--- src/rtl/axil_cmd_pkg.sv ---
// axil_cmd_pkg: state encoding and AXI response codes shared by axil_cmd_master
package axil_cmd_pkg;
  typedef enum logic [2:0] {IDLE, WR_REQ, WR_RESP, RD_REQ, RD_RESP, RSP, DRAIN} state_e;
  localparam logic [1:0] OKAY   = 2'b00;
  localparam logic [1:0] EXOKAY = 2'b01;
  localparam logic [1:0] SLVERR = 2'b10;
  localparam logic [1:0] DECERR = 2'b11;
endpackage

--- src/rtl/axil_cmd_master.sv ---
// axil_cmd_master: turns single valid/ready commands into AXI4-Lite reads/writes, one at a time
// Ports: cmd_* command in (valid/ready), rsp_* result out (valid/ready, timeout flag),
//        aw/w/b and ar/r AXI4-Lite master channels; clk, rst_n (async active-low).
module axil_cmd_master
  import axil_cmd_pkg::*;
#(
  parameter int ADDR_WIDTH     = 32,
  parameter int DATA_WIDTH     = 32,
  parameter int TIMEOUT_CYCLES = 1024
) (
  input  logic                    clk,
  input  logic                    rst_n,
  input  logic                    cmd_valid,
  output logic                    cmd_ready,
  input  logic                    cmd_write,
  input  logic [ADDR_WIDTH-1:0]   cmd_addr,
  input  logic [DATA_WIDTH-1:0]   cmd_wdata,
  input  logic [DATA_WIDTH/8-1:0] cmd_wstrb,
  output logic                    rsp_valid,
  input  logic                    rsp_ready,
  output logic [DATA_WIDTH-1:0]   rsp_rdata,
  output logic [1:0]              rsp_resp,
  output logic                    rsp_timeout,
  output logic                    awvalid,
  input  logic                    awready,
  output logic [ADDR_WIDTH-1:0]   awaddr,
  output logic [2:0]              awprot,
  output logic                    wvalid,
  input  logic                    wready,
  output logic [DATA_WIDTH-1:0]   wdata,
  output logic [DATA_WIDTH/8-1:0] wstrb,
  input  logic                    bvalid,
  output logic                    bready,
  input  logic [1:0]              bresp,
  output logic                    arvalid,
  input  logic                    arready,
  output logic [ADDR_WIDTH-1:0]   araddr,
  output logic [2:0]              arprot,
  input  logic                    rvalid,
  output logic                    rready,
  input  logic [DATA_WIDTH-1:0]   rdata,
  input  logic [1:0]              rresp
);
  localparam int CW = TIMEOUT_CYCLES > 0 ? $clog2(TIMEOUT_CYCLES + 1) : 1;
  state_e state_q;
  logic wr_q, aw_done_q, w_done_q;
  logic [CW-1:0] cnt_q, cnt_d;
  logic aw_hs, w_hs, x_hs, expired;
  assign awprot  = 3'b000;
  assign arprot  = 3'b000;
  assign aw_hs   = awvalid && awready;
  assign w_hs    = wvalid && wready;
  assign x_hs    = (bvalid && bready) || (rvalid && rready);
  assign cnt_d   = cnt_q + 1'b1;
  // A handshake in the same cycle takes priority over expiry (checked first below).
  assign expired = (TIMEOUT_CYCLES != 0) && (cnt_d == CW'(TIMEOUT_CYCLES));
  always_ff @(posedge clk or negedge rst_n) begin
    if (!rst_n) begin
      state_q     <= IDLE;
      wr_q        <= 1'b0;
      aw_done_q   <= 1'b0;
      w_done_q    <= 1'b0;
      cnt_q       <= '0;
      cmd_ready   <= 1'b0;
      rsp_valid   <= 1'b0;
      rsp_rdata   <= '0;
      rsp_resp    <= OKAY;
      rsp_timeout <= 1'b0;
      awvalid     <= 1'b0;
      awaddr      <= '0;
      wvalid      <= 1'b0;
      wdata       <= '0;
      wstrb       <= '0;
      bready      <= 1'b0;
      arvalid     <= 1'b0;
      araddr      <= '0;
      rready      <= 1'b0;
    end else begin
      case (state_q)
        IDLE: begin
          cmd_ready <= 1'b1;
          if (cmd_valid && cmd_ready) begin
            cmd_ready <= 1'b0;
            wr_q      <= cmd_write;
            aw_done_q <= 1'b0;
            w_done_q  <= 1'b0;
            awaddr    <= cmd_addr;
            araddr    <= cmd_addr;
            wdata     <= cmd_wdata;
            wstrb     <= cmd_wstrb;
            awvalid   <= cmd_write;
            wvalid    <= cmd_write;
            arvalid   <= !cmd_write;
            state_q   <= cmd_write ? WR_REQ : RD_REQ;
          end
        end
        WR_REQ: begin
          if (aw_hs) begin
            awvalid   <= 1'b0;
            aw_done_q <= 1'b1;
          end
          if (w_hs) begin
            wvalid   <= 1'b0;
            w_done_q <= 1'b1;
          end
          if ((aw_done_q || aw_hs) && (w_done_q || w_hs)) begin
            bready  <= 1'b1;
            cnt_q   <= '0;
            state_q <= WR_RESP;
          end
        end
        RD_REQ: begin
          if (arready) begin
            arvalid <= 1'b0;
            rready  <= 1'b1;
            cnt_q   <= '0;
            state_q <= RD_RESP;
          end
        end
        WR_RESP, RD_RESP: begin
          if (x_hs) begin
            rsp_rdata   <= wr_q ? '0 : rdata;
            rsp_resp    <= wr_q ? bresp : rresp;
            rsp_timeout <= 1'b0;
          end else if (expired) begin
            rsp_rdata   <= '0;
            rsp_resp    <= SLVERR;
            rsp_timeout <= 1'b1;
          end
          if (x_hs || expired) begin
            bready    <= 1'b0;
            rready    <= 1'b0;
            rsp_valid <= 1'b1;
            state_q   <= RSP;
          end else cnt_q <= cnt_d;
        end
        RSP: begin
          if (rsp_ready) begin
            rsp_valid <= 1'b0;
            // After a timeout the slave still owes one B/R beat; swallow it before going idle.
            bready    <= rsp_timeout && wr_q;
            rready    <= rsp_timeout && !wr_q;
            cmd_ready <= !rsp_timeout;
            state_q   <= rsp_timeout ? DRAIN : IDLE;
          end
        end
        DRAIN: begin
          if (x_hs) begin
            bready    <= 1'b0;
            rready    <= 1'b0;
            cmd_ready <= 1'b1;
            state_q   <= IDLE;
          end
        end
        default: state_q <= IDLE;
      endcase
    end
  end
endmodule

--- config.mk ---
export PLATFORM = sky130hd
export DESIGN_NAME = axil_cmd_master
export DESIGN_NICKNAME = d
export VERILOG_FILES = /design/src/rtl/axil_cmd_pkg.sv /design/src/rtl/axil_cmd_master.sv
export SDC_FILE = /design/constraint.sdc
export NUM_CORES = 1
export LEC_CHECK = 0
export BUFFER_PORTS_ARGS = -buffer_cell sky130_fd_sc_hd__buf_4
export CAP_MARGIN = 20
export CORE_MARGIN = 2
export CORE_UTILIZATION = 42
export CTS_CLUSTER_SIZE = 28
export DETAILED_ROUTE_END_ITERATION = 16
export PLACE_DENSITY = 0.78
export SYNTH_ARGS = -nofsm -noshare
export SYNTH_HDL_FRONTEND = slang
export SYNTH_SLANG_ARGS = --single-unit
--- constraint.sdc ---
create_clock -name clk -period 2.08 [get_ports clk]
set_input_delay 0.208 -clock clk [delete_from_list [all_inputs] [get_ports clk]]
set_output_delay 0.208 -clock clk [all_outputs]
set_load 0.02 [all_outputs]
==> qor.json, run 1 <==
{
  "reg2reg_setup_slack_ns": -0.05,
  "finalInstanceArea_um2": 8711,
  "floorplan.die.width_um": 119.4,
  "global_route.overflow_total": 0,
  "firstDrtPassIters": 5,
  "post_synth_instance_area_um2": 5593,
  "fp.dieArea_um2": 14260,
  "critPathMaxFanout": 5,
  "drcViolationCount": 0,
  "maxUsedRoutingLayer": "met4",
  "status": "finished, violations left",
  "clock_tree_from_tritoncts": "yes",
  "slew_viol_final": 0,
  "grt.total_usage": 0.2207,
  "worstSetupPathType": "reg -> reg",
  "detailroute.via_count": 4750,
  "initial_core_util": 0.4257,
  "antenna_violations_before_repair": 0,
  "clkSlewWorstSetupHoldPaths_ns": 0.06,
  "mostFrequentLayoutCell": "buf_4",
  "clockBufferDepth": 2,
  "cts.sink_count": 127,
  "routed-wl-met2_mm": 8.643,
  "yosys_most_used_dff": "dfrtp_1",
  "period_needed_ns": 2.134,
  "met3RoutedLength_mm": 1.244,
  "fmax_ghz": 0.4687,
  "mean_area_per_synthesized_cell_um2": 12.40,
  "synth_edf_count": 0,
  "wire_per_inst_um": 17.47,
  "ir_drop_v": 0.0004417,
  "startpoint_type": "register",
  "std_cell_rows": 42,
  "floorplan.io_pins": 262,
  "detailed_place.area_um2": 7686,
  "yosys.cell_types.count": 47,
  "yosys_warnings": 0,
  "timing_hold_violations_final": 0,
  "synthesis_stage_register_bit_count": 127,
  "dp_cells": 860,
  "avgViaCountPerCell": 5.135,
  "final_net_count": 851,
  "end_kind": "register",
  "dieHeight_um": 119.4,
  "hold_class": "in -> reg",
  "violations_in_the_final_reports": "negative setup slack",
  "worst-endpoint-arrival_ns": 2.43,
  "first_iter_violations": 372,
  "slew_headroom": 0.6303,
  "ctsRootBufferMaster": "clkbuf_16",
  "number_of_input_and_output_port_buffers_inserted": 255,
  "ant_nets": 0,
  "grt_max_degree": 43,
  "worst_ep_required_time_ns": 2.38,
  "dp.final_hpwl_mm": 11.04,
  "final_layout_size_suffix_gt1_frac": 0.5527,
  "htree_levels": 4,
  "fin_skew_ns": 0.006584,
  "cap_violations": 0,
  "num_antenna_cells": 0,
  "grt_pass1_vias": 4837,
  "power-per-cell-area_nw_per_um2": 663.3,
  "wl_met1_mm": 5.843,
  "fillerInstances": 990,
  "final-setup-viol-count": 24,
  "ys_seq_area_frac": 0.5682,
  "most-common-layout-cells": "285 x buf_4, 125 x dfrtp_1, 69 x mux2_2",
  "grt_first_pass_wirelength_mm": 24.60,
  "leakage_nw": 4.513,
  "synth-async-reset-ratio": 1.000,
  "layout_worst_path_cycle_share": 1.026,
  "worstSkewPairLatency_ns": 0.42,
  "layout.cells.non_filler": 925,
  "tightestPinTransition_ns": 0.5546,
  "numCtsBuffers": 17,
  "design.core.area_um2": 13140,
  "post-route-worst-setup-slack_ns": -0.05377,
  "post_synth_inst_count": 451,
  "globalplace.congestion": 0.9806,
  "rsz_0062_raised_after_global_routing": "yes",
  "syn_to_final_growth_pct": 55.75,
  "total_routed_length_mm": 16.16
}
## cells by family (layout without fill, tap and decap cells)
logic type | count (synthesis) | count (layout) | share of synthesized area
xor+xnor | 3 | 3 | 0.004699
buf+inv | 68 | 358 | 0.07696
fa+ha+maj | 1 | 1 | 0.002237
flops | 127 | 127 | 0.5682
other cells | 1 | 6 | 0.0006705
simple gates | 79 | 82 | 0.06913
mux | 77 | 77 | 0.1537
compound gates | 95 | 95 | 0.1244
## synth_stat cells (2+ instances only)
cell	number	share of area
dfrtp_1	127	0.57
mux2_2	71	0.14
buf_4	38	0.051
a22o_1	35	0.055
nand2_1	29	0.019
a21oi_1	18	0.016
nor2_1	16	0.011
o21ai_0	12	0.011
clkbuf_1	11	0.0074
buf_2	8	0.0072
nand3_1	8	0.0072
inv_1	7	0.0047
mux2i_1	6	0.011
a31oi_1	5	0.0056
a22oi_1	4	0.0054
o211ai_1	4	0.0054
or4_1	4	0.0054
and2_1	3	0.0034
and3_1	3	0.0034
buf_6	3	0.0060
nand2b_1	3	0.0034
nand4_1	3	0.0034
o31ai_1	3	0.0040
nor2b_1	2	0.0022
nor3_1	2	0.0018
nor4_1	2	0.0022
o22ai_1	2	0.0022
o41ai_1	2	0.0031
xor2_1	2	0.0031
## final timing paths
path                            cells past startpoint     startpoint            end
worst min-delay path                                2       rdata[3]   rsp_rdata[3]
worst max register to register                      8       cnt_q[5]  rsp_rdata[15]
max in group asynchronous                           3          rst_n      wdata[16]
min in group asynchronous                           2          rst_n           wr_q
worst min register to register                      1  rsp_rdata[20]  rsp_rdata[20]
worst max-delay path                                8       cnt_q[5]  rsp_rdata[15]
## registers in the layout, indices dropped and copies added (netlist names)
| name | cells |
|---|---|
| rsp_timeout | 1 |
| araddr | 32 |
| wvalid | 1 |
| state_q | 3 |
| w_done_q | 1 |
| rsp_rdata | 32 |
| awvalid | 1 |
| wstrb | 4 |
| wr_q | 1 |
| arvalid | 1 |
| wdata | 32 |
| bready | 1 |
| rready | 1 |
| cnt_q | 11 |
| rsp_resp | 2 |
| rsp_valid | 1 |
| aw_done_q | 1 |
| cmd_ready | 1 |
## repair_timing
item	CTS	global route
buffers inserted	0	5
pin swaps	2	9
resized for setup	5	14
hold buffers	25	0
setup endpoints to repair	33	44
gates cloned	0	3
endpoints found under the hold margin	63	0
## area by class of cell
type	count	area, um2	share of cell area
Timing Repair Buffer	319	2556	0.2935
Sequential cell	127	3181	0.3651
Clock buffer	20	446.7	0.05128
Clock inverter	12	160.2	0.01839
Inverter	7	26.28	0.003016
Multi-Input combinational cell	264	2121	0.2435
Tap cell	176	220.2	0.02528
## stage by stage
step / power, mW / setup slack [ns] / utilization / hold slack (ns) / setup TNS (ns)
after floorplan: 2.544 / 0.009108 / - / -0.08759 / 0
after global placement: 2.756 / 0.04815 / 0.5850 / 0.2255 / 0
after detailed placement: 2.764 / -0.04658 / 0.5850 / 0.2367 / -0.8208
after CTS: 5.838 / -0.005831 / 0.6520 / 0.001040 / -0.01540
after global routing: 5.978 / -0.1657 / 0.6630 / 0.001937 / -4.845
final: 5.778 / -0.05377 / 0.6630 / 0.01604 / -0.5411
## power breakdown
part / leakage [nW] / internal [mW] / total [mW] / switching [mW]
Sequential: 1.73 / 2.47 / 2.47 / 0.00103
Clock: 0.283 / 1.92 / 3.02 / 1.10
Combinational: 2.50 / 0.176 / 0.283 / 0.107
Total: 4.51 / 4.57 / 5.78 / 1.21
## worst max-delay path, stage by stage, from the launching register on
cell and delay (ns):
dfrtp_1 0.37, buf_4 0.16, nor3_4 0.20, nand2_1 0.08
a221o_1 0.45, o21ai_4 0.26, buf_8 0.19, nand2_8 0.08
a22o_1 0.22
## metal layers
metal	vias to the layer above	global-route usage
li1	2169	-
met1	2297	0.2495
met2	247	0.3937
met3	37	0.06466
met4	0	0.08309
met5	-	0
(Power assumes the default switching activity.)
==> run 2: changes to the inputs <==
Settings changed: CORE_UTILIZATION 42 to 40, PLACE_DENSITY 0.78 to 0.75.
==> qor.json, run 2 (same netlist as run 1, synthesis figures left out) <==
{
  "initial_core_util": {"value": 0.4061, "change": "-0.01965"},
  "grt.total_usage": {"value": 0.2034, "change": "-0.01732"},
  "avgViaCountPerCell": {"value": 5.068, "change": "-1.3%"},
  "r2r_cells": {"value": 7, "change": "-1"},
  "tightestPinTransition": {"value": 0.5680, "unit": "ns", "change": "+0.01346 ns"},
  "numCtsBuffers": {"value": 17, "change": "unchanged"},
  "fin_total_pwr": {"value": 5.552, "unit": "mW", "change": "-3.9%"},
  "fp.dieArea": {"value": 14940, "unit": "um2", "change": "+4.8%"},
  "rsz_0062_raised_after_global_routing": "yes",
  "worst_ep_required_time": {"value": 2.38, "unit": "ns", "change": "about the same"},
  "holdCritStartpoint": "rdata[11]",
  "finalInstanceArea": {"value": 8466, "unit": "um2", "change": "-2.8%"},
  "firstDrtPassIters": {"value": 4, "change": "-1"},
  "timing_hold_violations_final": {"value": 0, "change": "unchanged"},
  "grt_max_degree": {"value": 57, "change": "+33%"},
  "floorplan.die.width": {"value": 122.2, "unit": "um", "change": "+2.4%"},
  "most-common-layout-cells": "277 x buf_4, 124 x dfrtp_1, 69 x mux2_2",
  "final_net_count": {"value": 831, "change": "-2.4%"},
  "dp.final_hpwl": {"value": 10.70, "unit": "mm", "change": "-3.0%"},
  "ant_nets": {"value": 0, "change": "unchanged"},
  "hold-path-endpoint": "rsp_rdata[11]",
  "grt_first_pass_wirelength": {"value": 23.17, "unit": "mm", "change": "-5.8%"},
  "design.core.area": {"value": 13770, "unit": "um2", "change": "+4.8%"},
  "fin_skew": {"value": 0.006344, "unit": "ns", "change": "-0.0002401 ns"},
  "drcViolationCount": {"value": 0, "change": "unchanged"},
  "ir_drop": {"value": 0.0004869, "unit": "V", "change": "+10%"},
  "floorplan.io_pins": {"value": 262, "change": "unchanged"},
  "cap_violations": {"value": 0, "change": "unchanged"},
  "layout.cells.non_filler": {"value": 909, "change": "-1.7%"},
  "worstSetupPathType": "reg -> reg",
  "wire_per_inst": {"value": 16.87, "unit": "um", "change": "-3.4%"},
  "worst-endpoint-arrival": {"value": 2.38, "unit": "ns", "change": "-0.05 ns"},
  "reg2reg_setup_slack": {"value": 0.0005, "unit": "ns", "change": "+0.05 ns"},
  "fillerInstances": {"value": 1073, "change": "+8.4%"},
  "r2r_end": "rsp_rdata[29]",
  "dp_cells": {"value": 852, "change": "-0.93%"},
  "leakage": {"value": 4.386, "unit": "nW", "change": "-2.8%"},
  "ctsRootBufferMaster": "clkbuf_16",
  "syn_to_final_growth_pct": 51.36,
  "cts.sink_count": {"value": 127, "change": "unchanged"},
  "fin_setup_tns": {"value": 0, "unit": "ns", "change": "+0.5411 ns"},
  "end_kind": "register",
  "hold_path_depth": {"value": 2, "change": "unchanged"},
  "globalplace.congestion": {"value": 0.8449, "change": "-14%"},
  "critPathMaxFanout": {"value": 8, "change": "+3"},
  "startpoint_type": "register",
  "reg.largest.list": "araddr x32, rsp_rdata x32, wdata x32",
  "layout_worst_path_cycle_share": {"value": 0.9998, "change": "-0.02609"},
  "slew_viol_final": {"value": 0, "change": "unchanged"},
  "clockBufferDepth": {"value": 2, "change": "unchanged"},
  "first_iter_violations": {"value": 294, "change": "-21%"},
  "antenna_violations_before_repair": {"value": 0, "change": "unchanged"},
  "global_route.overflow_total": {"value": 0, "change": "unchanged"},
  "detailroute.via_count": {"value": 4607, "change": "-3.0%"},
  "dieHeight": {"value": 122.2, "unit": "um", "change": "+2.4%"},
  "fmax": {"value": 0.4809, "unit": "GHz", "change": "+2.6%"},
  "status": "complete, no violations",
  "worst_r2r_startpoint": "cnt_q[3]",
  "detailed_place.area": {"value": 7564, "unit": "um2", "change": "-1.6%"},
  "final_layout_size_suffix_gt1_frac": {"value": 0.5569, "change": "+0.004190"},
  "number_of_input_and_output_port_buffers_inserted": {"value": 255, "change": "unchanged"},
  "clkSlewWorstSetupHoldPaths": {"value": 0.05, "unit": "ns", "change": "about the same"},
  "total_routed_length": {"value": 15.34, "unit": "mm", "change": "-5.1%"},
  "final-setup-viol-count": {"value": 0, "change": "-100%"},
  "worstSkewPairLatency": {"value": 0.41, "unit": "ns", "change": "about the same"},
  "power-per-cell-area": {"value": 655.9, "unit": "nW/um2", "change": "-1.1%"},
  "fin_worst_hold_slack": {"value": 0.02271, "unit": "ns", "change": "+0.006664 ns"},
  "grt_pass1_vias": {"value": 4524, "change": "-6.5%"},
  "clock_tree_from_tritoncts": "yes",
  "sequential_area": {"value": 3182, "unit": "um2", "change": "about the same"},
  "std_cell_rows": {"value": 43, "change": "+2.4%"},
  "hold_class": "in -> reg",
  "num_antenna_cells": {"value": 0, "change": "unchanged"},
  "mostFrequentLayoutCell": "buf_4",
  "period_needed": {"value": 2.080, "unit": "ns", "change": "-0.05427 ns"},
  "multiInputGateArea": {"value": 2113, "unit": "um2", "change": "-0.35%"},
  "htree_levels": {"value": 4, "change": "unchanged"},
  "slew_headroom": {"value": 0.6164, "change": "-0.01393"}
}
## run 2: changes by cell type in the layout (fill, tap and decap cells not counted), moves of 2 or more
cell,change
dlygate4sd3_1,-10
buf_4,-8
buf_12,-3
clkbuf_8,+3
bufinv_16,-2
clkinv_2,+2
clkinv_4,-2
## run 2: repair_timing
action / 4_1_cts / 5_1_grt
buffers inserted: 4 / 3
pin swaps: 5 / 12
hold buffers: 15 / 0
endpoints found under the setup margin: 35 / 45
resized for setup: 7 / 13
hold endpoints to repair: 50 / 0
cloned: 3 / 0
## run 2: per-layer routing
metal	wire, um	GRT usage
met1	5866	0.2377
met2	7954	0.3497
met3	1189	0.06087
met4	329	0.08190
met5	0	0
## run 2: how the worst max path moves through the flow
stage / start / end / slack, ns / cells after the start
floorplan: cnt_q[4] / state_q[1] / 0.009 / 6
global placement: cnt_q[3] / state_q[1] / 0.02 / 6
detailed placement: cnt_q[3] / rsp_rdata[1] / -0.06 / 6
CTS: cnt_q[5] / rsp_rdata[17] / 0.002 / 8
finish: cnt_q[3] / rsp_rdata[29] / 0.0005 / 7
global route: cnt_q[4] / rsp_rdata[25] / -0.1 / 7
## run 2: where the power goes
| part | internal (mW) | leakage (nW) | switching, mW | total (mW) |
|---|---|---|---|---|
| Sequential | 2.47 | 1.73 | 0.00101 | 2.47 |
| Clock | 1.76 | 0.271 | 1.05 | 2.81 |
| Combinational | 0.163 | 2.39 | 0.101 | 0.263 |
## run 2: final cells by class
| class | count | area share |
|---|---|---|
| flip-flops and latches | 127 | 0.3758 |
| repair buffers | 299 | 0.2773 |
| multi-input cells | 264 | 0.2496 |
| clock buffers | 23 | 0.05764 |
| well taps | 180 | 0.02660 |
| clock inverters | 9 | 0.009902 |
| inverters | 7 | 0.003104 |
## run 2: worst max-delay path, cell delays in order (launching register included)
cell     delay (ns)
dfrtp_1        0.41
and4_4         0.16
a211o_1        0.26
a221o_2        0.42
o21ai_4        0.24
buf_8          0.18
nand2_8        0.08
a22o_1         0.22
## run 2: through the flow
step / utilization / setup WS, ns
detailed placement: 0.5491 / -0.05677
CTS: 0.6096 / 0.002422
floorplan: - / 0.009108
global route: 0.6146 / -0.09768
global placement: 0.5491 / 0.02028
finish: 0.6146 / 0.0004987
